--- src/rtl/mc_ctrl_fsm.sv ---
// rtl/mc_ctrl_fsm.sv - multicycle MIPS control FSM with memory handshake and MULTU occupancy counter
// Optional MC_ILLEGAL_TRAP_EN: illegal opcodes lock into TRAP instead of retiring as a NOP.
module mc_ctrl_fsm #(
  parameter int MUL_LAT = 4,
  parameter int CNT_W   = 4
) (
  input  logic       clk,
  input  logic       rst_n,
  input  logic [5:0] opcode,
  input  logic [5:0] funct,
  input  logic       mem_ready,
  output logic       pc_we,
  output logic       branch,
  output logic       iord,
  output logic       ir_we,
  output logic       we_dm,
  output logic       we_reg,
  output logic       reg_dst,
  output logic       dm2reg,
  output logic       link,
  output logic       alu_src_a,
  output logic [1:0] alu_src_b,
  output logic [1:0] alu_op,
  output logic [1:0] pc_src,
  output logic       hilo_start,
  output logic       hilo_we,
  output logic       retire,
  output logic [3:0] state_dbg
);

  typedef enum logic [3:0] {
    S_FETCH  = 4'd0,  S_DECODE = 4'd1,  S_MEMADR = 4'd2,  S_MEMRD  = 4'd3,
    S_MEMWB  = 4'd4,  S_MEMWR  = 4'd5,  S_RTEX   = 4'd6,  S_RTWB   = 4'd7,
    S_BEQ    = 4'd8,  S_ADDIEX = 4'd9,  S_ADDIWB = 4'd10, S_JUMP   = 4'd11,
    S_JAL    = 4'd12, S_JR     = 4'd13, S_MULT   = 4'd14, S_TRAP   = 4'd15
  } state_t;

  localparam logic [CNT_W-1:0] CNT_LOAD = CNT_W'(MUL_LAT - 1);

  state_t           state_q, state_d;
  logic [CNT_W-1:0] cnt_q, cnt_d;

  always_comb begin
    state_d    = state_q;
    cnt_d      = cnt_q;
    pc_we      = 1'b0;
    branch     = 1'b0;
    iord       = 1'b0;
    ir_we      = 1'b0;
    we_dm      = 1'b0;
    we_reg     = 1'b0;
    reg_dst    = 1'b0;
    dm2reg     = 1'b0;
    link       = 1'b0;
    alu_src_a  = 1'b0;
    alu_src_b  = 2'b00;
    alu_op     = 2'b00;
    pc_src     = 2'b00;
    hilo_start = 1'b0;
    hilo_we    = 1'b0;
    retire     = 1'b0;
    case (state_q)
      S_FETCH: begin
        alu_src_b = 2'b01;
        if (mem_ready) begin
          ir_we   = 1'b1;
          pc_we   = 1'b1;
          state_d = S_DECODE;
        end
      end
      S_DECODE: begin
        alu_src_b = 2'b11;
        case (opcode)
          6'b000000: begin
            if (funct == 6'b001000) state_d = S_JR;
            else if (funct == 6'b011001) begin
              state_d = S_MULT;
              cnt_d   = CNT_LOAD;
            end else state_d = S_RTEX;
          end
          6'b100011, 6'b101011: state_d = S_MEMADR;
          6'b000100:            state_d = S_BEQ;
          6'b001000:            state_d = S_ADDIEX;
          6'b000010:            state_d = S_JUMP;
          6'b000011:            state_d = S_JAL;
          default: begin
`ifdef MC_ILLEGAL_TRAP_EN
            state_d = S_TRAP;
`else
            retire  = 1'b1;
            state_d = S_FETCH;
`endif
          end
        endcase
      end
      S_MEMADR: begin
        alu_src_a = 1'b1;
        alu_src_b = 2'b10;
        state_d   = (opcode == 6'b100011) ? S_MEMRD : S_MEMWR;
      end
      S_MEMRD: begin
        iord = 1'b1;
        if (mem_ready) state_d = S_MEMWB;
      end
      S_MEMWB: begin
        we_reg  = 1'b1;
        dm2reg  = 1'b1;
        retire  = 1'b1;
        state_d = S_FETCH;
      end
      S_MEMWR: begin
        iord  = 1'b1;
        we_dm = 1'b1;
        if (mem_ready) begin
          retire  = 1'b1;
          state_d = S_FETCH;
        end
      end
      S_RTEX: begin
        alu_src_a = 1'b1;
        alu_op    = 2'b10;
        state_d   = S_RTWB;
      end
      S_RTWB: begin
        we_reg  = 1'b1;
        reg_dst = 1'b1;
        alu_op  = 2'b10;
        retire  = 1'b1;
        state_d = S_FETCH;
      end
      S_BEQ: begin
        alu_src_a = 1'b1;
        alu_op    = 2'b01;
        branch    = 1'b1;
        pc_src    = 2'b01;
        retire    = 1'b1;
        state_d   = S_FETCH;
      end
      S_ADDIEX: begin
        alu_src_a = 1'b1;
        alu_src_b = 2'b10;
        state_d   = S_ADDIWB;
      end
      S_ADDIWB: begin
        we_reg  = 1'b1;
        retire  = 1'b1;
        state_d = S_FETCH;
      end
      S_JUMP: begin
        pc_src  = 2'b10;
        pc_we   = 1'b1;
        retire  = 1'b1;
        state_d = S_FETCH;
      end
      S_JAL: begin
        pc_src  = 2'b10;
        pc_we   = 1'b1;
        we_reg  = 1'b1;
        link    = 1'b1;
        retire  = 1'b1;
        state_d = S_FETCH;
      end
      S_JR: begin
        pc_src  = 2'b11;
        pc_we   = 1'b1;
        retire  = 1'b1;
        state_d = S_FETCH;
      end
      S_MULT: begin
        // The counter only equals its load value on the first MULT cycle.
        hilo_start = (cnt_q == CNT_LOAD);
        if (cnt_q == '0) begin
          hilo_we = 1'b1;
          retire  = 1'b1;
          state_d = S_FETCH;
        end else begin
          cnt_d = cnt_q - 1'b1;
        end
      end
`ifdef MC_ILLEGAL_TRAP_EN
      S_TRAP: state_d = S_TRAP;
`endif
      default: state_d = S_FETCH;
    endcase
  end

  always_ff @(posedge clk or negedge rst_n) begin
    if (!rst_n) begin
      state_q <= S_FETCH;
      cnt_q   <= '0;
    end else begin
      state_q <= state_d;
      cnt_q   <= cnt_d;
    end
  end

  assign state_dbg = state_q;

endmodule
--- config.mk ---
export PLATFORM = sky130hd
export DESIGN_NAME = mc_ctrl_fsm
export DESIGN_NICKNAME = d
export VERILOG_FILES = /design/src/rtl/mc_ctrl_fsm.sv
export SDC_FILE = /design/constraint.sdc
export NUM_CORES = 1
export LEC_CHECK = 0
export ABC_AREA = 1
export BUFFER_PORTS_ARGS = -buffer_cell sky130_fd_sc_hd__buf_4
export CORE_MARGIN = 10
export CORE_UTILIZATION = 51
export CTS_CLUSTER_DIAMETER = 120
export DETAILED_ROUTE_END_ITERATION = 12
export GPL_TIMING_DRIVEN = 0
export PLACE_DENSITY = 0.85
export SYNTH_ARGS = -nofsm -noshare
export SYNTH_HDL_FRONTEND = slang
export SYNTH_SLANG_ARGS = --single-unit
--- constraint.sdc ---
create_clock -name clk -period 1.9 [get_ports clk]
set_input_delay 0 -clock clk [delete_from_list [all_inputs] [get_ports clk]]
set_output_delay 0 -clock clk [all_outputs]
set_load 0.02 [all_outputs]
### Word level (Yosys, flattened, before mapping)

Index checks and enable logic that the tools add are counted.

* register bits: 8
* logic and storage cells: 83
* input port bits: 15
* output and inout bits: 23

* reduce and logical (&&, ||, !) cells: 16
* add/sub/neg operators: 1
* muxes and demuxes: 33
* equal/unequal tests: 31

Operators with widths (number)
* $mux 4: 10
* $pmux 4 s8: 1
* $eq 4x4->1 const B: 7
* $pmux 4 s6: 1
* $eq 4x3->1 const B: 4
* $ne 2x2->1 const B: 8
* $mux 1: 14
* $reduce_or 7->1: 2
* $eq 4x2->1 const B: 3
* $eq 6x2->1 const B: 2
* $eq 6x4->1 const B: 2
* $eq 6x6->1 const B: 2
* $pmux 2 s3: 2
* $reduce_or 2->1: 5
* $logic_not 4->1: 2
* $pmux 4 s2: 1
* $reduce_or 4->1: 2
* $eq 6x3->1 const B: 1
* $eq 6x5->1 const B: 1
* $logic_not 6->1: 1
* $reduce_and 5->1: 1
* $eq 4x1->1 const B: 1
* $pmux 1 s4: 1
* $pmux 2 s2: 1
* 6 further kinds: 6

### Depth between registers and ports, before layout

* depth after elaboration: 5
* depth in mapped cells: 10

### Worst setup path after synthesis

OpenSTA, ideal clock, no wires.

* path type: reg2out
* from: register state_q[2], in the netlist state_dbg[2]
* to: output port retire
* data arrival time: 1.570 ns
* data required time: 1.900 ns
* setup slack: 0.330 ns
* path buffers: 0
* cell stages (with the launch flop): 9
* cell sequence: dfrtp_1 > inv_1 > nor2_1 > inv_1 > nor2_1 > inv_1 > nand3_1 > a21oi_1 > nand3_1

* longest elaborated chain between the ends: 3

RTL lines
* from (decl): RTL line 40 `state_t state_q, state_d;`
* from (signal assigned): RTL line 192 `state_q <= state_d;`
* $eq 4x4->1 or $eq 4x3->1 (tied branches): RTL line 62 `case (state_q)`
* $reduce_or 7->1 (no line)
* $pmux 1 s4 *: RTL line 62
* to (decl): RTL line 27 `output logic retire,`

Every way passes the cells marked *; elsewhere a longest branch is shown, timed or not.

### Worst setup path after layout

Ends and elaborated chain as after synthesis.

==> impl_metrics.ini <==
[status]
status = completed

[sta]
final-hold-violation-count = 0
timing.final.max_slew_violations = 0
max_freq_mhz = 615
fin_worst_skew_ps = 1.72
timing.final.crit_share = 0.856
setup_tns_ps = 0
setup_viol = 0
tightestPinTransition_ps = 295
final.min_clock_period_ps = 1630
rsz0062_at_grt = no
slew_headroom = 0.803

[setup_path]
category_of_cells_accounting_for_the_largest_share_of_critical_path_delay = simple AND/OR/NAND/NOR gates
worst_path_largest_cell_delay_ps = 420
most_frequent_cell_on_critical_path = sky130_fd_sc_hd__inv_1
timing.setup.critical_path_class = reg2out
cpMaxStageDelayCell = sky130_fd_sc_hd__dfrtp_1
timing.critical_path.from_type = flop
crit_path_max_fanout = 6
cp_data_required_time_ps = 1900
critPathBufInv = 4
crit_path_cell_trace = inv_1, nor2_1, inv_1, nor2_1, inv_1, nand3_1, a21oi_1, nand3_1, buf_4
timing.critical_path.to_type = output port
timing.critical_path.arrival_ps = 1630

[final_layout]
layout.cells.most_common = sky130_fd_sc_hd__buf_4
final_layout_size_suffix_gt1_frac = 0.259
layout.cells.most_common_list = sky130_fd_sc_hd__buf_4, sky130_fd_sc_hd__nor2_1, sky130_fd_sc_hd__nand2_1
finish.net_count = 217
fill_cells = 159
antenna_cells = 0
final_cells = 214
flow.area_growth_from_synthesis_pct = 37.1

[power]
pwr_density_cell_nw_per_um2 = 921
worst_ir_drop_vdd_uv = 793
power.static_leakage_nw = 0.707

[job]
maxCapViolCount = 0

[die]
die-area_um2 = 3830
die_height_um = 61.9
initial_core_util = 0.529
design.portCount = 38
die-width_um = 61.9
rows = 15
area_of_the_core_region_um2 = 1690

[clock_tree]
htreeDepth = 1
clock-sinks = 8
tritoncts = done
cts-root-to-sink-buffers = 2
clock_latency_ps = 250
total_clock_buffers_created_by_cts = 3
cts.repair_timing.setup_buffer_count = 0
ctsRootBufferMaster = sky130_fd_sc_hd__clkbuf_4
clk_transition_reported_paths_ps = 50

[place]
port_buffers = 37
finalWeightedCongestion = 0.920
number_of_cells_after_detailed_placement = 210
hpwlAfterDp_mm = 2.25

[global_routing]
maximum_number_of_pins_on_one_net_before_global_route_repair = 9
grt-ovfl-total = 0
combined_global_route_utilization_of_all_metal_layers = 0.132
number_of_global_route_vias_before_repair = 974
initial_antenna_violation_count = 0
wire_length_of_the_first_global_routing_pass_mm = 3.96

[yosys]
yosysUniqueCellTypes = 25
ys_seq_elements = 8
cell_taking_the_most_area_after_synthesis = sky130_fd_sc_hd__dfrtp_1
netlist_top_cells_area = sky130_fd_sc_hd__dfrtp_1, sky130_fd_sc_hd__nor2_1, sky130_fd_sc_hd__nand2_1
synth_cells = 156
mappedNetlistNets = 174
synth_area_um2 = 893
synth_largest_type_area_fraction = 0.224
yosys_warnings = 0
synth.avg_cell_area_um2 = 5.73
ys_seq_area_frac = 0.224

[detailed_routing]
drtIter0Drc = 47
drt-total-wl_mm = 2.57
post-route-drc-count = 0
routed-via-count = 1115
drtPass1Iterations = 4
detail_route.vias_per_cell = 5.21
drtAntennaViolNets = 0
wl_per_cell_um = 12.0

[min_path]
holdCritPathClass = in2reg
[per-layer routing]
metal	vias to the layer above	global-route usage	share of wire
met5	-	0	0
met3	2	0.0447	0.083
li1	574	-	-
met2	49	0.227	0.49
met4	0	0.0287	0.0086
met1	490	0.154	0.42
[where the power goes]
group          internal (W)  total [W]  switching, W
Sequential         0.000198   0.000236     0.0000384
Clock             0.0000722   0.000128     0.0000562
Combinational      0.000282   0.000764      0.000482
[per-stage QoR]
step	hold WS, ps	instance area (um2)	utilization	setup slack [ps]	total power [W]
2_1_floorplan	-296	893	-	330	0.000701
3_3_place_gp	-179	1190	0.706	501	0.000987
3_5_place_dp	-179	1190	0.706	493	0.00100
4_1_cts	50.3	1220	0.725	266	0.00114
5_1_grt	70.3	1220	0.725	54.5	0.00123
6_report	53.7	1220	0.725	273	0.00113
[cell usage after synthesis]
cell,count
sky130_fd_sc_hd__dfrtp_1,8
sky130_fd_sc_hd__nand4_1,3
sky130_fd_sc_hd__xor2_1,2
sky130_fd_sc_hd__a21oi_1,4
sky130_fd_sc_hd__o21ai_2,1
sky130_fd_sc_hd__nor3_1,2
sky130_fd_sc_hd__o21a_1,1
sky130_fd_sc_hd__o211ai_2,1
sky130_fd_sc_hd__inv_1,29
sky130_fd_sc_hd__a21oi_2,1
sky130_fd_sc_hd__nor2_2,3
sky130_fd_sc_hd__inv_2,1
sky130_fd_sc_hd__o21ai_1,1
sky130_fd_sc_hd__o22ai_1,2
sky130_fd_sc_hd__o21ai_0,8
sky130_fd_sc_hd__nand3_1,15
sky130_fd_sc_hd__o211ai_1,1
sky130_fd_sc_hd__nor2_1,33
sky130_fd_sc_hd__buf_4,1
sky130_fd_sc_hd__or2_1,1
sky130_fd_sc_hd__or2_2,1
sky130_fd_sc_hd__nand2_2,2
sky130_fd_sc_hd__nand3b_1,1
sky130_fd_sc_hd__nand2_1,31
sky130_fd_sc_hd__ha_1,3
[registers in the layout, summed over array words and instances (netlist names)]
name and count:
state_dbg 4, cnt_q 4
[logic make-up after synthesis]
group	share of synthesized area
flops	0.224
simple gates	0.443
compound gates	0.137
fa+ha+maj	0.0420
xor+xnor	0.0196
buf+inv	0.134
[worst register-to-register path, stage by stage, from the launching register on]
cell,delay (ps)
sky130_fd_sc_hd__dfrtp_1,440
sky130_fd_sc_hd__nor2_1,290
sky130_fd_sc_hd__nand2_1,160
sky130_fd_sc_hd__a21oi_2,210
sky130_fd_sc_hd__nor2_2,80
sky130_fd_sc_hd__o21ai_0,80
sky130_fd_sc_hd__nand2_1,60
[repair_timing]
| item | CTS | global route |
|---|---|---|
| resized for setup | 0 | 0 |
| hold buffers | 1 | 0 |
| hold endpoints to repair | 8 | 0 |
[path summary, 6_finish.rpt]
kind / depth (start not counted) / slack (ps) / end / start
max in group asynchronous: 2 / 1670 / state_dbg[3] / rst_n
min in group asynchronous: 2 / 110 / state_dbg[2] / rst_n
setup / recovery: 9 / 270 / retire / state_dbg[2]
hold / removal: 4 / 50 / state_dbg[0] / mem_ready
hold reg to reg: 1 / 530 / cnt_q[1] / cnt_q[1]
setup reg to reg: 6 / 460 / state_dbg[2] / state_dbg[3]
[cell type report]
| class | instances | area [um2] | share of cell area |
|---|---|---|---|
| plain buffers | 1 | 7.51 | 0.00613 |
| flip-flops and latches | 8 | 200 | 0.163 |
| inverters | 30 | 113 | 0.0919 |
| well taps | 17 | 21.3 | 0.0174 |
| multi-input cells | 117 | 573 | 0.468 |
| repair buffers | 38 | 288 | 0.235 |
| clock buffers | 3 | 22.5 | 0.0184 |
(Power assumes the default switching activity.)
